==> src/rtl/uart_rx_framed_if.sv <==
// Control and status bundle for uart_rx_framed: serial line, frame request/abort,
// received data and sticky result flags.
interface uart_rx_framed_if #(
    parameter int DATA_BITS = 8
);
    logic                 din;
    logic                 start_rx;
    logic                 abort;
    logic                 busy;
    logic [DATA_BITS-1:0] dout;
    logic                 is_byte_valid;
    logic                 is_byte_corrupt;
    logic                 frame_error;
    logic                 byte_timed_out;

    modport master (
        output din, start_rx, abort,
        input  busy, dout, is_byte_valid, is_byte_corrupt, frame_error, byte_timed_out
    );

    modport slave (
        input  din, start_rx, abort,
        output busy, dout, is_byte_valid, is_byte_corrupt, frame_error, byte_timed_out
    );
endinterface

==> src/rtl/uart_rx_framed.sv <==
// Single-shot UART receiver: armed by start_rx, receives one frame with optional
// parity and 1-2 stop bits, and reports a sticky result or a start-bit timeout.
module uart_rx_framed #(
    parameter int DATA_BITS      = 8,
    parameter int CLKS_PER_BIT   = 8,
    parameter int PARITY_MODE    = 1,
    parameter int STOP_BITS      = 2,
    parameter int TIMEOUT_CYCLES = 500,
    parameter int ALIGN_STAGES   = 3
) (
    input logic          clk,
    input logic          rst_n,
    uart_rx_framed_if.slave bus
);

    localparam int SYNC_LEN = 2 + ALIGN_STAGES;
    localparam int TW       = (CLKS_PER_BIT > 1) ? $clog2(CLKS_PER_BIT) : 1;
    localparam int CW       = $clog2(TIMEOUT_CYCLES + 1);

    localparam logic [TW-1:0] BIT_LAST  = TW'(CLKS_PER_BIT - 1);
    localparam logic [TW-1:0] BIT_HALF  = TW'(CLKS_PER_BIT / 2 - 1);
    localparam logic [CW-1:0] TO_LAST   = CW'(TIMEOUT_CYCLES - 1);
    localparam logic [3:0]    DATA_LAST = 4'(DATA_BITS - 1);
    localparam logic [3:0]    STOP_LAST = 4'(STOP_BITS - 1);

    typedef enum logic [2:0] {
        IDLE, WAIT_START, VERIFY_START, DATA, PARITY, STOP, DONE
    } state_t;

    state_t               state;
    logic [SYNC_LEN-1:0]  sync_q;
    logic                 sd_d1;
    logic                 sd_d2;
    logic [TW-1:0]        bit_tmr;
    logic [CW-1:0]        to_cnt;
    logic [3:0]           bit_cnt;
    logic [DATA_BITS-1:0] shift_q;
    logic                 par_acc;
    logic                 par_err;
    logic                 stop_err;

    logic sd;
    logic fall;
    logic sample;
    logic at_sample;

    assign sd        = sync_q[SYNC_LEN-1];
    assign fall      = ~sd & sd_d1;
    // Majority vote over the current and two previous line samples.
    assign sample    = (sd & sd_d1) | (sd & sd_d2) | (sd_d1 & sd_d2);
    assign at_sample = (bit_tmr == BIT_LAST);

    // NOTE: the line pipeline resets high so an idle line is never mistaken for a start bit.
    always_ff @(posedge clk or negedge rst_n) begin
        if (!rst_n) begin
            sync_q <= '1;
            sd_d1  <= 1'b1;
            sd_d2  <= 1'b1;
        end else begin
            // NOTE: non-blocking assignments keep every flop sampling pre-edge values.
            sync_q <= {sync_q[SYNC_LEN-2:0], bus.din};
            sd_d1  <= sd;
            sd_d2  <= sd_d1;
        end
    end

    always_ff @(posedge clk or negedge rst_n) begin
        if (!rst_n) begin
            state               <= IDLE;
            bit_tmr             <= '0;
            to_cnt              <= '0;
            bit_cnt             <= '0;
            shift_q             <= '0;
            par_acc             <= 1'b0;
            par_err             <= 1'b0;
            stop_err            <= 1'b0;
            bus.busy            <= 1'b0;
            bus.dout            <= '0;
            bus.is_byte_valid   <= 1'b0;
            bus.is_byte_corrupt <= 1'b0;
            bus.frame_error     <= 1'b0;
            bus.byte_timed_out  <= 1'b0;
        end else if (state != IDLE && bus.abort) begin
            state    <= IDLE;
            bus.busy <= 1'b0;
        end else begin
            case (state)
                IDLE: begin
                    if (bus.start_rx) begin
                        bus.dout            <= '0;
                        bus.is_byte_valid   <= 1'b0;
                        bus.is_byte_corrupt <= 1'b0;
                        bus.frame_error     <= 1'b0;
                        bus.byte_timed_out  <= 1'b0;
                        to_cnt              <= '0;
                        bus.busy            <= 1'b1;
                        state               <= WAIT_START;
                    end
                end

                WAIT_START: begin
                    if (fall) begin
                        bit_tmr <= '0;
                        state   <= VERIFY_START;
                    end else if (to_cnt == TO_LAST) begin
                        bus.byte_timed_out <= 1'b1;
                        bus.busy           <= 1'b0;
                        state              <= IDLE;
                    end else if (to_cnt != '1) begin
                        to_cnt <= to_cnt + 1'b1;
                    end
                end

                VERIFY_START: begin
                    if (bit_tmr == BIT_HALF) begin
                        if (sample) begin
                            // Glitch: re-arm but keep the timeout budget already spent.
                            state <= WAIT_START;
                        end else begin
                            bit_tmr  <= '0;
                            bit_cnt  <= '0;
                            par_acc  <= 1'b0;
                            par_err  <= 1'b0;
                            stop_err <= 1'b0;
                            state    <= DATA;
                        end
                    end else begin
                        bit_tmr <= bit_tmr + 1'b1;
                    end
                end

                DATA: begin
                    if (at_sample) begin
                        bit_tmr <= '0;
                        shift_q <= {sample, shift_q[DATA_BITS-1:1]};
                        par_acc <= par_acc ^ sample;
                        if (bit_cnt == DATA_LAST) begin
                            bit_cnt <= '0;
                            state   <= (PARITY_MODE != 0) ? PARITY : STOP;
                        end else begin
                            bit_cnt <= bit_cnt + 1'b1;
                        end
                    end else begin
                        bit_tmr <= bit_tmr + 1'b1;
                    end
                end

                PARITY: begin
                    if (at_sample) begin
                        bit_tmr <= '0;
                        par_err <= (PARITY_MODE == 1) ? ~(par_acc ^ sample) : (par_acc ^ sample);
                        state   <= STOP;
                    end else begin
                        bit_tmr <= bit_tmr + 1'b1;
                    end
                end

                STOP: begin
                    if (at_sample) begin
                        bit_tmr <= '0;
                        if (!sample) stop_err <= 1'b1;
                        if (bit_cnt == STOP_LAST) begin
                            bit_cnt <= '0;
                            state   <= DONE;
                        end else begin
                            bit_cnt <= bit_cnt + 1'b1;
                        end
                    end else begin
                        bit_tmr <= bit_tmr + 1'b1;
                    end
                end

                DONE: begin
                    bus.dout            <= shift_q;
                    bus.frame_error     <= stop_err;
                    bus.is_byte_corrupt <= par_err;
                    bus.is_byte_valid   <= ~stop_err & ~par_err;
                    bus.busy            <= 1'b0;
                    state               <= IDLE;
                end

                default: begin
                    bus.busy <= 1'b0;
                    state    <= IDLE;
                end
            endcase
        end
    end

endmodule

==> src/flat_wrapper.sv <==
// flat-port wrapper written by rule: the top's interface ports become plain ports
module uart_rx_framed_flat 
#(
    parameter int DATA_BITS      = 8,
    parameter int CLKS_PER_BIT   = 8,
    parameter int PARITY_MODE    = 1,
    parameter int STOP_BITS      = 2,
    parameter int TIMEOUT_CYCLES = 500,
    parameter int ALIGN_STAGES   = 3
)
  (clk, rst_n, bus_din, bus_start_rx, bus_abort, bus_busy, bus_dout, bus_is_byte_valid, bus_is_byte_corrupt, bus_frame_error, bus_byte_timed_out);
  uart_rx_framed_if #(.DATA_BITS(DATA_BITS)) bus_i ();
  input logic clk;
  input logic rst_n;
  input wire logic [$bits(bus_i.din)-1:0] bus_din;
  input wire logic [$bits(bus_i.start_rx)-1:0] bus_start_rx;
  input wire logic [$bits(bus_i.abort)-1:0] bus_abort;
  output wire logic [$bits(bus_i.busy)-1:0] bus_busy;
  output wire logic [$bits(bus_i.dout)-1:0] bus_dout;
  output wire logic [$bits(bus_i.is_byte_valid)-1:0] bus_is_byte_valid;
  output wire logic [$bits(bus_i.is_byte_corrupt)-1:0] bus_is_byte_corrupt;
  output wire logic [$bits(bus_i.frame_error)-1:0] bus_frame_error;
  output wire logic [$bits(bus_i.byte_timed_out)-1:0] bus_byte_timed_out;
  assign bus_i.din = bus_din;
  assign bus_i.start_rx = bus_start_rx;
  assign bus_i.abort = bus_abort;
  assign bus_busy = bus_i.busy;
  assign bus_dout = bus_i.dout;
  assign bus_is_byte_valid = bus_i.is_byte_valid;
  assign bus_is_byte_corrupt = bus_i.is_byte_corrupt;
  assign bus_frame_error = bus_i.frame_error;
  assign bus_byte_timed_out = bus_i.byte_timed_out;
  uart_rx_framed #(.DATA_BITS(DATA_BITS), .CLKS_PER_BIT(CLKS_PER_BIT), .PARITY_MODE(PARITY_MODE), .STOP_BITS(STOP_BITS), .TIMEOUT_CYCLES(TIMEOUT_CYCLES), .ALIGN_STAGES(ALIGN_STAGES)) u_core (.clk(clk), .rst_n(rst_n), .bus(bus_i));
endmodule
==> config.mk <==
export PLATFORM = sky130hd
export DESIGN_NAME = uart_rx_framed_flat
export DESIGN_NICKNAME = d
export VERILOG_FILES = /design/src/rtl/uart_rx_framed_if.sv /design/src/rtl/uart_rx_framed.sv /design/src/flat_wrapper.sv
export SDC_FILE = /design/constraint.sdc
export NUM_CORES = 1
export LEC_CHECK = 0
export BUFFER_PORTS_ARGS = -buffer_cell sky130_fd_sc_hd__buf_2
export CORE_MARGIN = 8
export CORE_UTILIZATION = 60
export CTS_CLUSTER_SIZE = 8
export DETAILED_ROUTE_END_ITERATION = 7
export PLACE_DENSITY = 0.82
export SETUP_SLACK_MARGIN = 0.05
export SLEW_MARGIN = 20
export SYNTH_ARGS = -nofsm -noshare
export SYNTH_HDL_FRONTEND = slang
export SYNTH_SLANG_ARGS = --single-unit
==> constraint.sdc <==
create_clock -name clk -period 2.3 [get_ports clk]
set_input_delay 0.46 -clock clk [delete_from_list [all_inputs] [get_ports clk]]
set_output_delay 0.46 -clock clk [all_outputs]
set_load 0.01 [all_outputs]
==> results of run 1 <==
[cells in the final DEF (no fill, tap or decap), types with 4 or more instances in the layout]
cell      synthesis  final
a21oi_1           8      8
clkbuf_8          0      5
buf_2             5     17
nor2_1           11     11
nor2b_1           5      5
nand3_1           7      7
nor3b_1           4      4
mux2_2           12     12
dfstp_2           7      7
o21ai_0          22     22
inv_1             9      9
ha_1              8      8
dfrtp_1          43     43
buf_4             2     10
nand2_1          36     36
nor3_1            5      5
nand2b_1          4      4
a31oi_1           7      7
[routing by layer]
layer	share of wire [%]	wire, um	vias up	track usage [%]
li1	-	-	1008	-
met1	46	2510	989	20.0
met2	49	2670	47	26.2
met3	3.9	216	9	3.61
met4	1.7	91	0	5.34
met5	0	0	-	0
[path summary, 6_finish.rpt]
check	endpoint	slack, ns
min	u_core.bit_cnt[0]	0.09
max in group asynchronous	u_core.sd_d2	1.58
max reg2reg	u_core.to_cnt[0]	0.21
max	u_core.to_cnt[0]	0.21
min in group clk	u_core.sync_q[0]	0.25
min reg2reg	u_core.sync_q[1]	0.36
[through the flow]
step | total power [W] | utilization, % | instance area [um^2] | std cells | hold slack [ns]
finish | 0.00234 | 69.3 | 3020 | 337 | 0.0901
global route | 0.00246 | 69.3 | 3020 | 337 | 0.117
CTS | 0.00236 | 69.2 | 3010 | 337 | 0.0923
detailed placement | 0.00162 | 66.0 | 2870 | 329 | 0.347
global placement | 0.00160 | 66.0 | 2870 | 329 | 0.346
floorplan | 0.00146 | - | 2730 | 265 | 0.164
[where the power goes]
group          internal (W)  switching [W]  leakage, nW
Combinational      0.000248       0.000330        0.635
Clock              0.000435       0.000288       0.0683
Sequential         0.000952      0.0000839        0.652
Total               0.00164       0.000703         1.36
[sequential cells by signal, summed over array words and instances (netlist names), 3 cells and up]
name	count
u_core.to_cnt	9
u_core.bit_tmr	3
u_core.state	3
u_core.shift_q	8
u_core.bit_cnt	4
u_core.sync_q	5
u_core.bus.dout	8
[synthesized netlist by cell type (3+ instances only)]
library cell and instances:
nor2b_1 5, dfrtp_1 43, clkbuf_1 7, dfstp_2 7, buf_2 5, nand3_1 7, o31ai_1 3, a21oi_1 8
o21ai_0 22, nor3_1 5, nand2b_1 4, nor3b_1 4, o22a_1 3, nor2_1 11, a2bb2oi_1 3, mux2_2 12
nor4b_1 3, a31oi_1 7, nand2_1 36, ha_1 8, inv_1 9
[layout make-up]
class,count,area (um^2)
Fill cell,341,1340
Multi-Input combinational cell,191,1360
Tap cell,52,65.1
Inverter,9,33.8
Clock inverter,3,68.8
Clock buffer,5,68.8
Sequential cell,50,1260
Timing Repair Buffer,27,160
[logic make-up after synthesis]
logic type                 after synthesis  synth area share [%]
and+or+nand+nor                         94                  19.2
buffers and inverters                   24                  4.08
muxes                                   14                  5.69
DFF                                     50                  46.2
AOI/OAI and AO/OA                       72                  20.1
xor gates and xnor gates                 1                 0.321
adders and majority gates               10                  4.45
[what timing repair did]
item,CTS,global route
setup endpoints to repair,0,1
resized for setup,0,1
hold endpoints to repair,0,0
buffers inserted,0,0
[critical path: stages, from the launching register on]
cell and delay, ns:
dfrtp_1 0.42, ha_1 0.25, nand3_1 0.14, nor3_1 0.08, ha_1 0.23, a21o_1 0.20, a221o_1 0.38, mux2_2 0.28
==> impl_metrics.json, run 1 <==
{
  "status": "complete, no violations",
  "slew_headroom_pct": 63.0,
  "rsz0062_at_grt": "no",
  "dr.first_iter.drc_count": 86,
  "synth_fp_nets": 278,
  "postRouteAntennaNets": 0,
  "clock_path_buffers": 2,
  "core_area_mm2": 0.00435,
  "ioPinCount": 18,
  "grt_max_degree": 23,
  "num_rows": 24,
  "areaGrowthSynthToFinish_pct": 10.6,
  "slew_violations": 0,
  "reg2regPathDepth": 7,
  "period_share_pct": 91.1,
  "critical_path_class": "register to register",
  "cts_hold_buf": 0,
  "drv_cap": 0,
  "critPathMaxFanout": 4,
  "drc": 0,
  "finClkSkew_ns": 0.00602,
  "yosys_warnings": 0,
  "yosysTopAreaCellShare_pct": 39.5,
  "cp.arrival_ns": 2.29,
  "grt_overflow": 0,
  "synth_area_mm2": 0.00273,
  "synth_edf_count": 0,
  "synth_ff_type": "dfrtp_1",
  "endpoint_kind": "register",
  "crit_start": "u_core.to_cnt[0]",
  "ys_top_cells_by_area": "dfrtp_1 (39%), dfstp_2 (6.7%), nand2_1 (5.0%), mux2_2 (5.0%), o21ai_0 (4.0%)",
  "yosysTopAreaCell": "dfrtp_1",
  "via_per_inst": 6.09,
  "antenna_found_initial": 0,
  "drive_above_1_share_pct": 25.3,
  "min-delay-path-class": "primary input to asynchronous set/reset pin",
  "synthDistinctLibCells": 62,
  "start_util_pct": 62.6,
  "fin_ws_ns": 0.206,
  "avgRoutedWirePerCell_um": 16.3,
  "clk_latency_ns": 0.30,
  "setup_violations": 0,
  "leakage_nw": 1.36,
  "ir_worst_vdd_v": 0.000447,
  "antenna_cells": 0,
  "final_nets": 297,
  "worstReg2RegStart": "u_core.to_cnt[0]",
  "synthCells": 265,
  "grt.total_usage_pct": 15.9,
  "vias": 2053,
  "worst_setup_path_start_kind": "register",
  "die_y_um": 83.4,
  "tightestPinTransition_ns": 0.548,
  "cts.htree.levels": 2,
  "cts_sinks": 50,
  "pwr_density_cell_mw_per_mm2": 775,
  "firstDrtPassIters": 4,
  "tritoncts": "yes",
  "syn_avg_cell_area_um2": 10.3,
  "die-area_mm2": 0.00696,
  "setup_tns_ns": 0,
  "port_buffers": 17,
  "dpl.hpwl_um": 3920,
  "hold_viol": 0,
  "wl_um": 5480,
  "synth-seq-cells": 50,
  "grt_first_pass_wirelength_um": 9450,
  "cp.required_ns": 2.50,
  "max_freq_ghz": 0.477,
  "grt_pass1_vias": 2005,
  "path_clk_slew_ns": 0.09,
  "cts-root-buf": "clkbuf_8",
  "ys_seq_area_share_pct": 46.2,
  "preCtsSetupSlack_ns": 0.209,
  "synthArstFlopShare_pct": 100,
  "die_x_um": 83.4,
  "numCtsBuffers": 5,
  "finalWeightedCongestion": 0.908,
  "min_period_ns": 2.09
}
(Power assumes the default switching activity.)
==> inputs of run 2 (changes only) <==
--- a/config.mk
+++ b/config.mk
@@ -6,11 +6,14 @@
 export NUM_CORES = 1
 export LEC_CHECK = 0
 export BUFFER_PORTS_ARGS = -buffer_cell sky130_fd_sc_hd__buf_2
+export CAP_MARGIN = 20
+export CELL_PAD_IN_SITES_DETAIL_PLACEMENT = 1
+export CELL_PAD_IN_SITES_GLOBAL_PLACEMENT = 2
 export CORE_MARGIN = 8
-export CORE_UTILIZATION = 60
+export CORE_UTILIZATION = 39
 export CTS_CLUSTER_SIZE = 8
 export DETAILED_ROUTE_END_ITERATION = 7
-export PLACE_DENSITY = 0.82
+export PLACE_DENSITY = 0.81
 export SETUP_SLACK_MARGIN = 0.05
 export SLEW_MARGIN = 20
 export SYNTH_ARGS = -nofsm -noshare
==> impl_metrics.json, run 2 (same netlist as run 1, synthesis figures left out) <==
{
  "slew_headroom_pct": 60.5,
  "dpl.hpwl_um": 4420,
  "largest_reg_flops": 9,
  "finalWeightedCongestion": 0.786,
  "grt.total_usage_pct": 13.1,
  "grt_first_pass_wirelength_um": 10600,
  "port_buffers": 17,
  "start_util_pct": 40.1,
  "status": "complete, no violations",
  "tightestPinTransition_ns": 0.592,
  "setup_violations": 0,
  "endpoint_kind": "register",
  "setup_tns_ns": 0,
  "drv_cap": 0,
  "antenna_cells": 0,
  "num_rows": 30,
  "critPathMaxFanout": 4,
  "worst_setup_path_start_kind": "register",
  "min_period_ns": 2.04,
  "die_x_um": 99.6,
  "grt_pass1_vias": 2120,
  "cts.htree.levels": 2,
  "layout_commonest_cell": "dfrtp_1",
  "cts_sinks": 50,
  "cts-root-buf": "clkbuf_8",
  "postRouteAntennaNets": 0,
  "leakage_nw": 1.36,
  "top_register": "u_core.to_cnt",
  "drive_above_1_share_pct": 26.6,
  "drc": 0,
  "cp.arrival_ns": 2.23,
  "path_clk_slew_ns": 0.10,
  "vias": 2060,
  "die-area_mm2": 0.00992,
  "firstDrtPassIters": 4,
  "via_per_inst": 5.34,
  "wl_um": 6010,
  "hold_viol": 0,
  "utilization_pct": 45.3,
  "grt_max_degree": 30,
  "clock_path_buffers": 2,
  "grt_overflow": 0,
  "critical_path_class": "register to register",
  "ir_worst_vdd_v": 0.000277,
  "avgRoutedWirePerCell_um": 15.6,
  "die_y_um": 99.6,
  "max_freq_ghz": 0.491,
  "cts_hold_buf": 0,
  "numCtsBuffers": 5,
  "pwr_density_cell_mw_per_mm2": 710,
  "areaGrowthSynthToFinish_pct": 12.8,
  "finClkSkew_ns": 0.00715,
  "slew_violations": 0,
  "cp.required_ns": 2.50,
  "antenna_found_initial": 0,
  "final_nets": 302,
  "rsz0062_at_grt": "no",
  "dr.first_iter.drc_count": 35,
  "tritoncts": "yes",
  "core_area_mm2": 0.00679,
  "clk_latency_ns": 0.30,
  "period_share_pct": 88.6,
  "min-delay-path-class": "primary input to asynchronous set/reset pin",
  "top_regs": "u_core.to_cnt (9), u_core.bus.dout (8), u_core.shift_q (8)",
  "ioPinCount": 18,
  "final_cell_mix": "dfrtp_1 (43), nand2_1 (36), o21ai_0 (22), buf_2 (17), buf_4 (14)"
}
==> run 2: cell types whose count changed in the layout (fill, tap and decap cells not counted) <==
| cell | previous run | this run |
|---|---|---|
| buf_4 | 10 | 14 |
| buf_12 | 0 | 1 |
| clkinv_4 | 1 | 0 |
| clkinvlp_4 | 0 | 2 |
| inv_6 | 0 | 1 |
| bufinv_16 | 2 | 0 |
==> run 2: final cells by class <==
| cell class | count | area [um^2] |
|---|---|---|
| fillers | 773 | 3720 |
| multi-input cells | 191 | 1360 |
| flip-flops and latches | 50 | 1260 |
| repair buffers | 32 | 210 |
| well taps | 96 | 120 |
| clock buffers | 5 | 68.8 |
| inverters | 9 | 33.8 |
| clock inverters | 3 | 23.8 |
==> run 2: worst max-delay path: stages (launching register included) <==
cell and delay, ns:
dfrtp_1 0.41, ha_1 0.25, nand3_1 0.13, nor3_1 0.06
ha_1 0.22, a21o_1 0.20, a221o_1 0.38, mux2_2 0.27
==> run 2: routing by layer <==
layer	vias up	GRT usage, %	wire length (um)
met5	-	0	0
met4	0	3.49	30
met3	2	3.14	180
met1	1030	17.6	3000
li1	1011	-	-
met2	17	20.4	2800
==> run 2: through the flow <==
| stage | setup slack, ns | hold slack [ns] | std cells | instance area, um^2 | power [W] |
|---|---|---|---|---|---|
| 2_1_floorplan | 0.383 | 0.164 | 265 | 2730 | 0.00146 |
| 5_1_grt | 0.0795 | 0.145 | 386 | 3080 | 0.00234 |
| 4_1_cts | 0.169 | 0.137 | 386 | 3070 | 0.00222 |
| 3_3_place_gp | 0.317 | 0.347 | 378 | 2980 | 0.00166 |
| 3_5_place_dp | 0.188 | 0.347 | 378 | 2980 | 0.00168 |
| 6_report | 0.262 | 0.124 | 386 | 3080 | 0.00218 |
==> run 2: worst paths after layout <==
| path | startpoint | endpoint | slack [ns] | cells past startpoint |
|---|---|---|---|---|
| max in group asynchronous | rst_n | u_core.sd_d2 | 1.56 | 2 |
| min in group clk | bus_din | u_core.sync_q[0] | 0.25 | 1 |
| max | u_core.to_cnt[0] | u_core.to_cnt[0] | 0.26 | 7 |
| min | rst_n | u_core.bus.dout[3] | 0.12 | 1 |
| max reg2reg | u_core.to_cnt[0] | u_core.to_cnt[0] | 0.26 | 7 |
| min reg2reg | u_core.sync_q[2] | u_core.sync_q[3] | 0.36 | 0 |
==> run 2: power breakdown <==
part	internal, W	switching, W	total, W	leakage (nW)
Clock	0.000218	0.000312	0.000530	0.0408
Sequential	0.000952	0.0000835	0.00104	0.652
Combinational	0.000270	0.000348	0.000619	0.664
==> run 2: what timing repair did <==
item | CTS | global route
endpoints found under the hold margin | 0 | 0
endpoints found under the setup margin | 0 | 1
resized for setup | 0 | 1
setup buffers | 0 | 0
==> inputs of run 3 (changes only) <==
--- a/config.mk
+++ b/config.mk
@@ -10,10 +10,10 @@
 export CELL_PAD_IN_SITES_DETAIL_PLACEMENT = 1
 export CELL_PAD_IN_SITES_GLOBAL_PLACEMENT = 2
 export CORE_MARGIN = 8
-export CORE_UTILIZATION = 39
+export CORE_UTILIZATION = 36
 export CTS_CLUSTER_SIZE = 8
 export DETAILED_ROUTE_END_ITERATION = 7
-export PLACE_DENSITY = 0.81
+export PLACE_DENSITY = 0.72
 export SETUP_SLACK_MARGIN = 0.05
 export SLEW_MARGIN = 20
 export SYNTH_ARGS = -nofsm -noshare
==> constraint.sdc (replaced) <==
create_clock -name clk -period 1.7 [get_ports clk]
set_input_delay 0.34 -clock clk [delete_from_list [all_inputs] [get_ports clk]]
set_output_delay 0.34 -clock clk [all_outputs]
set_load 0.01 [all_outputs]
==> impl_metrics.json, run 3 (same netlist as run 1, synthesis figures left out) <==
{
  "firstDrtPassIters": 4,
  "p_sw_share_pct": 35.1,
  "path_clk_slew_ns": 0.10,
  "min-delay-path-class": "primary input to register",
  "grt_pass1_vias": 2481,
  "worst_setup_path_start_kind": "register",
  "power.internal_w": 0.00230,
  "clk_latency_ns": 0.31,
  "num_rows": 31,
  "avgRoutedWirePerCell_um": 16.4,
  "status": "finished with violations",
  "slew_violations": 0,
  "dp_cells": 428,
  "whs_ns": 0.116,
  "finClkSkew_ns": 0.00566,
  "drc": 0,
  "switchingPower_w": 0.00124,
  "cts.htree.levels": 2,
  "antenna_found_initial": 0,
  "largest_reg_flops": 9,
  "final_nets": 362,
  "power_w": 0.00355,
  "grt_max_degree": 36,
  "die-area_mm2": 0.0106,
  "die_x_um": 103,
  "multi_input_area_mm2": 0.00163,
  "port_buffers": 17,
  "cp.arrival_ns": 2.06,
  "vias": 2346,
  "drv_cap": 0,
  "period_share_pct": 109,
  "antenna_cells": 0,
  "endpoint_kind": "register",
  "rsz0062_at_grt": "yes",
  "dpl.hpwl_um": 5250,
  "min_period_ns": 1.86,
  "tritoncts": "yes",
  "cts_sinks": 50,
  "fin_ws_ns": -0.155,
  "setup_violations": 15,
  "violations": "setup timing",
  "cp.required_ns": 1.91,
  "hold_viol": 0,
  "grt_first_pass_wirelength_um": 12300,
  "preCtsSetupSlack_ns": -0.184,
  "max_freq_ghz": 0.539,
  "final_cell_mix": "buf_4 (62), dfrtp_1 (40), nand2_1 (34), o21ai_0 (17), buf_2 (17)",
  "postRouteAntennaNets": 0,
  "slew_headroom_pct": 70.3,
  "combPwrFrac_pct": 39.5,
  "dr.first_iter.drc_count": 65,
  "numCtsBuffers": 5,
  "grt.total_usage_pct": 14.6,
  "via_per_inst": 5.22,
  "wl_um": 7370,
  "fill_cells": 816,
  "grt_overflow": 0,
  "top_register": "u_core.to_cnt",
  "utilization_pct": 53.1,
  "critPathMaxFanout": 3,
  "clock_path_buffers": 2,
  "ioPinCount": 18,
  "start_util_pct": 37.4,
  "core_area_mm2": 0.00729,
  "power_frac_seq_pct": 39.0,
  "areaGrowthSynthToFinish_pct": 42.1,
  "layout_commonest_cell": "buf_4",
  "leakage_nw": 1.73,
  "regArea_mm2": 0.00126,
  "fin_cells": 449,
  "die_y_um": 103,
  "finalWeightedCongestion": 0.748,
  "top_regs": "u_core.to_cnt (9), u_core.bus.dout (8), u_core.shift_q (8)",
  "cts-root-buf": "clkbuf_8",
  "tightestPinTransition_ns": 0.445,
  "critical_path_class": "register to register",
  "clkPwrFrac_pct": 21.5,
  "pwr_density_cell_mw_per_mm2": 916,
  "drive_above_1_share_pct": 48.3,
  "ir_worst_vdd_v": 0.000414
}
-- run 3: changes by cell type in the layout (fill, tap and decap cells not counted), sizes merged --
cell,before,now
clkinv,0,2
clkinvlp,2,0
buf,32,91
dlygate4sd3,0,1
-- run 3: critical path: stages (launching register included) --
cell	delay, ns
dfrtp_1	0.43
ha_4	0.18
nand3_2	0.08
nor3_2	0.04
ha_2	0.17
a21o_1	0.20
a221o_1	0.36
mux2_4	0.27
-- run 3: layout make-up --
cell class	instances	share of cell area, %
clock buffers	5	1.78
clock inverters	3	0.743
inverters	9	0.872
multi-input cells	191	42.2
flip-flops and latches	50	32.6
well taps	99	3.20
repair buffers	92	18.6
-- run 3: repair_timing --
action                                  in CTS  in global routing
gates resized for setup                     25                 26
hold buffers                                 1                  0
setup buffers                                7                  6
pin swaps                                   10                 14
endpoints found under the setup margin      19                 33
hold endpoints to repair                    15                  0
-- run 3: through the flow --
stage          TNS (ns)  area, um^2
3_3_place_gp      -1.36        3440
4_1_cts           -1.60        3740
5_1_grt           -2.33        3870
3_5_place_dp      -2.51        3440
6_report          -1.12        3870
2_1_floorplan    -0.342        2820
-- run 3: routing by layer --
| metal | GRT usage [%] | part of all wire, % |
|---|---|---|
| met1 | 17.2 | 44 |
| met2 | 26.4 | 53 |
| met3 | 2.30 | 2.4 |
| met4 | 4.78 | 1.2 |
| met5 | 0 | 0 |
-- run 3: final timing paths --
path,from,to,slack (ns),cells after the start
min,bus_din,u_core.sync_q[0],0.12,1
min in group asynchronous,rst_n,u_core.bit_tmr[1],0.49,2
max,u_core.to_cnt[1],u_core.to_cnt[0],-0.16,7
min reg2reg,u_core.sync_q[1],u_core.sync_q[2],0.36,0
max in group asynchronous,rst_n,u_core.sd_d1,0.61,3
max reg2reg,u_core.to_cnt[1],u_core.to_cnt[0],-0.16,7
-- run 3: power groups by stage --
| stage | clock network [W] | registers [W] | logic (W) |
|---|---|---|---|
| 2_1_floorplan | 0 | 0.00139 | 0.000632 |
| 3_3_place_gp | 0 | 0.00139 | 0.00114 |
| 3_5_place_dp | 0 | 0.00140 | 0.00117 |
| 4_1_cts | 0.000805 | 0.00137 | 0.00131 |
| 5_1_grt | 0.000840 | 0.00140 | 0.00154 |
| 6_report | 0.000762 | 0.00138 | 0.00140 |
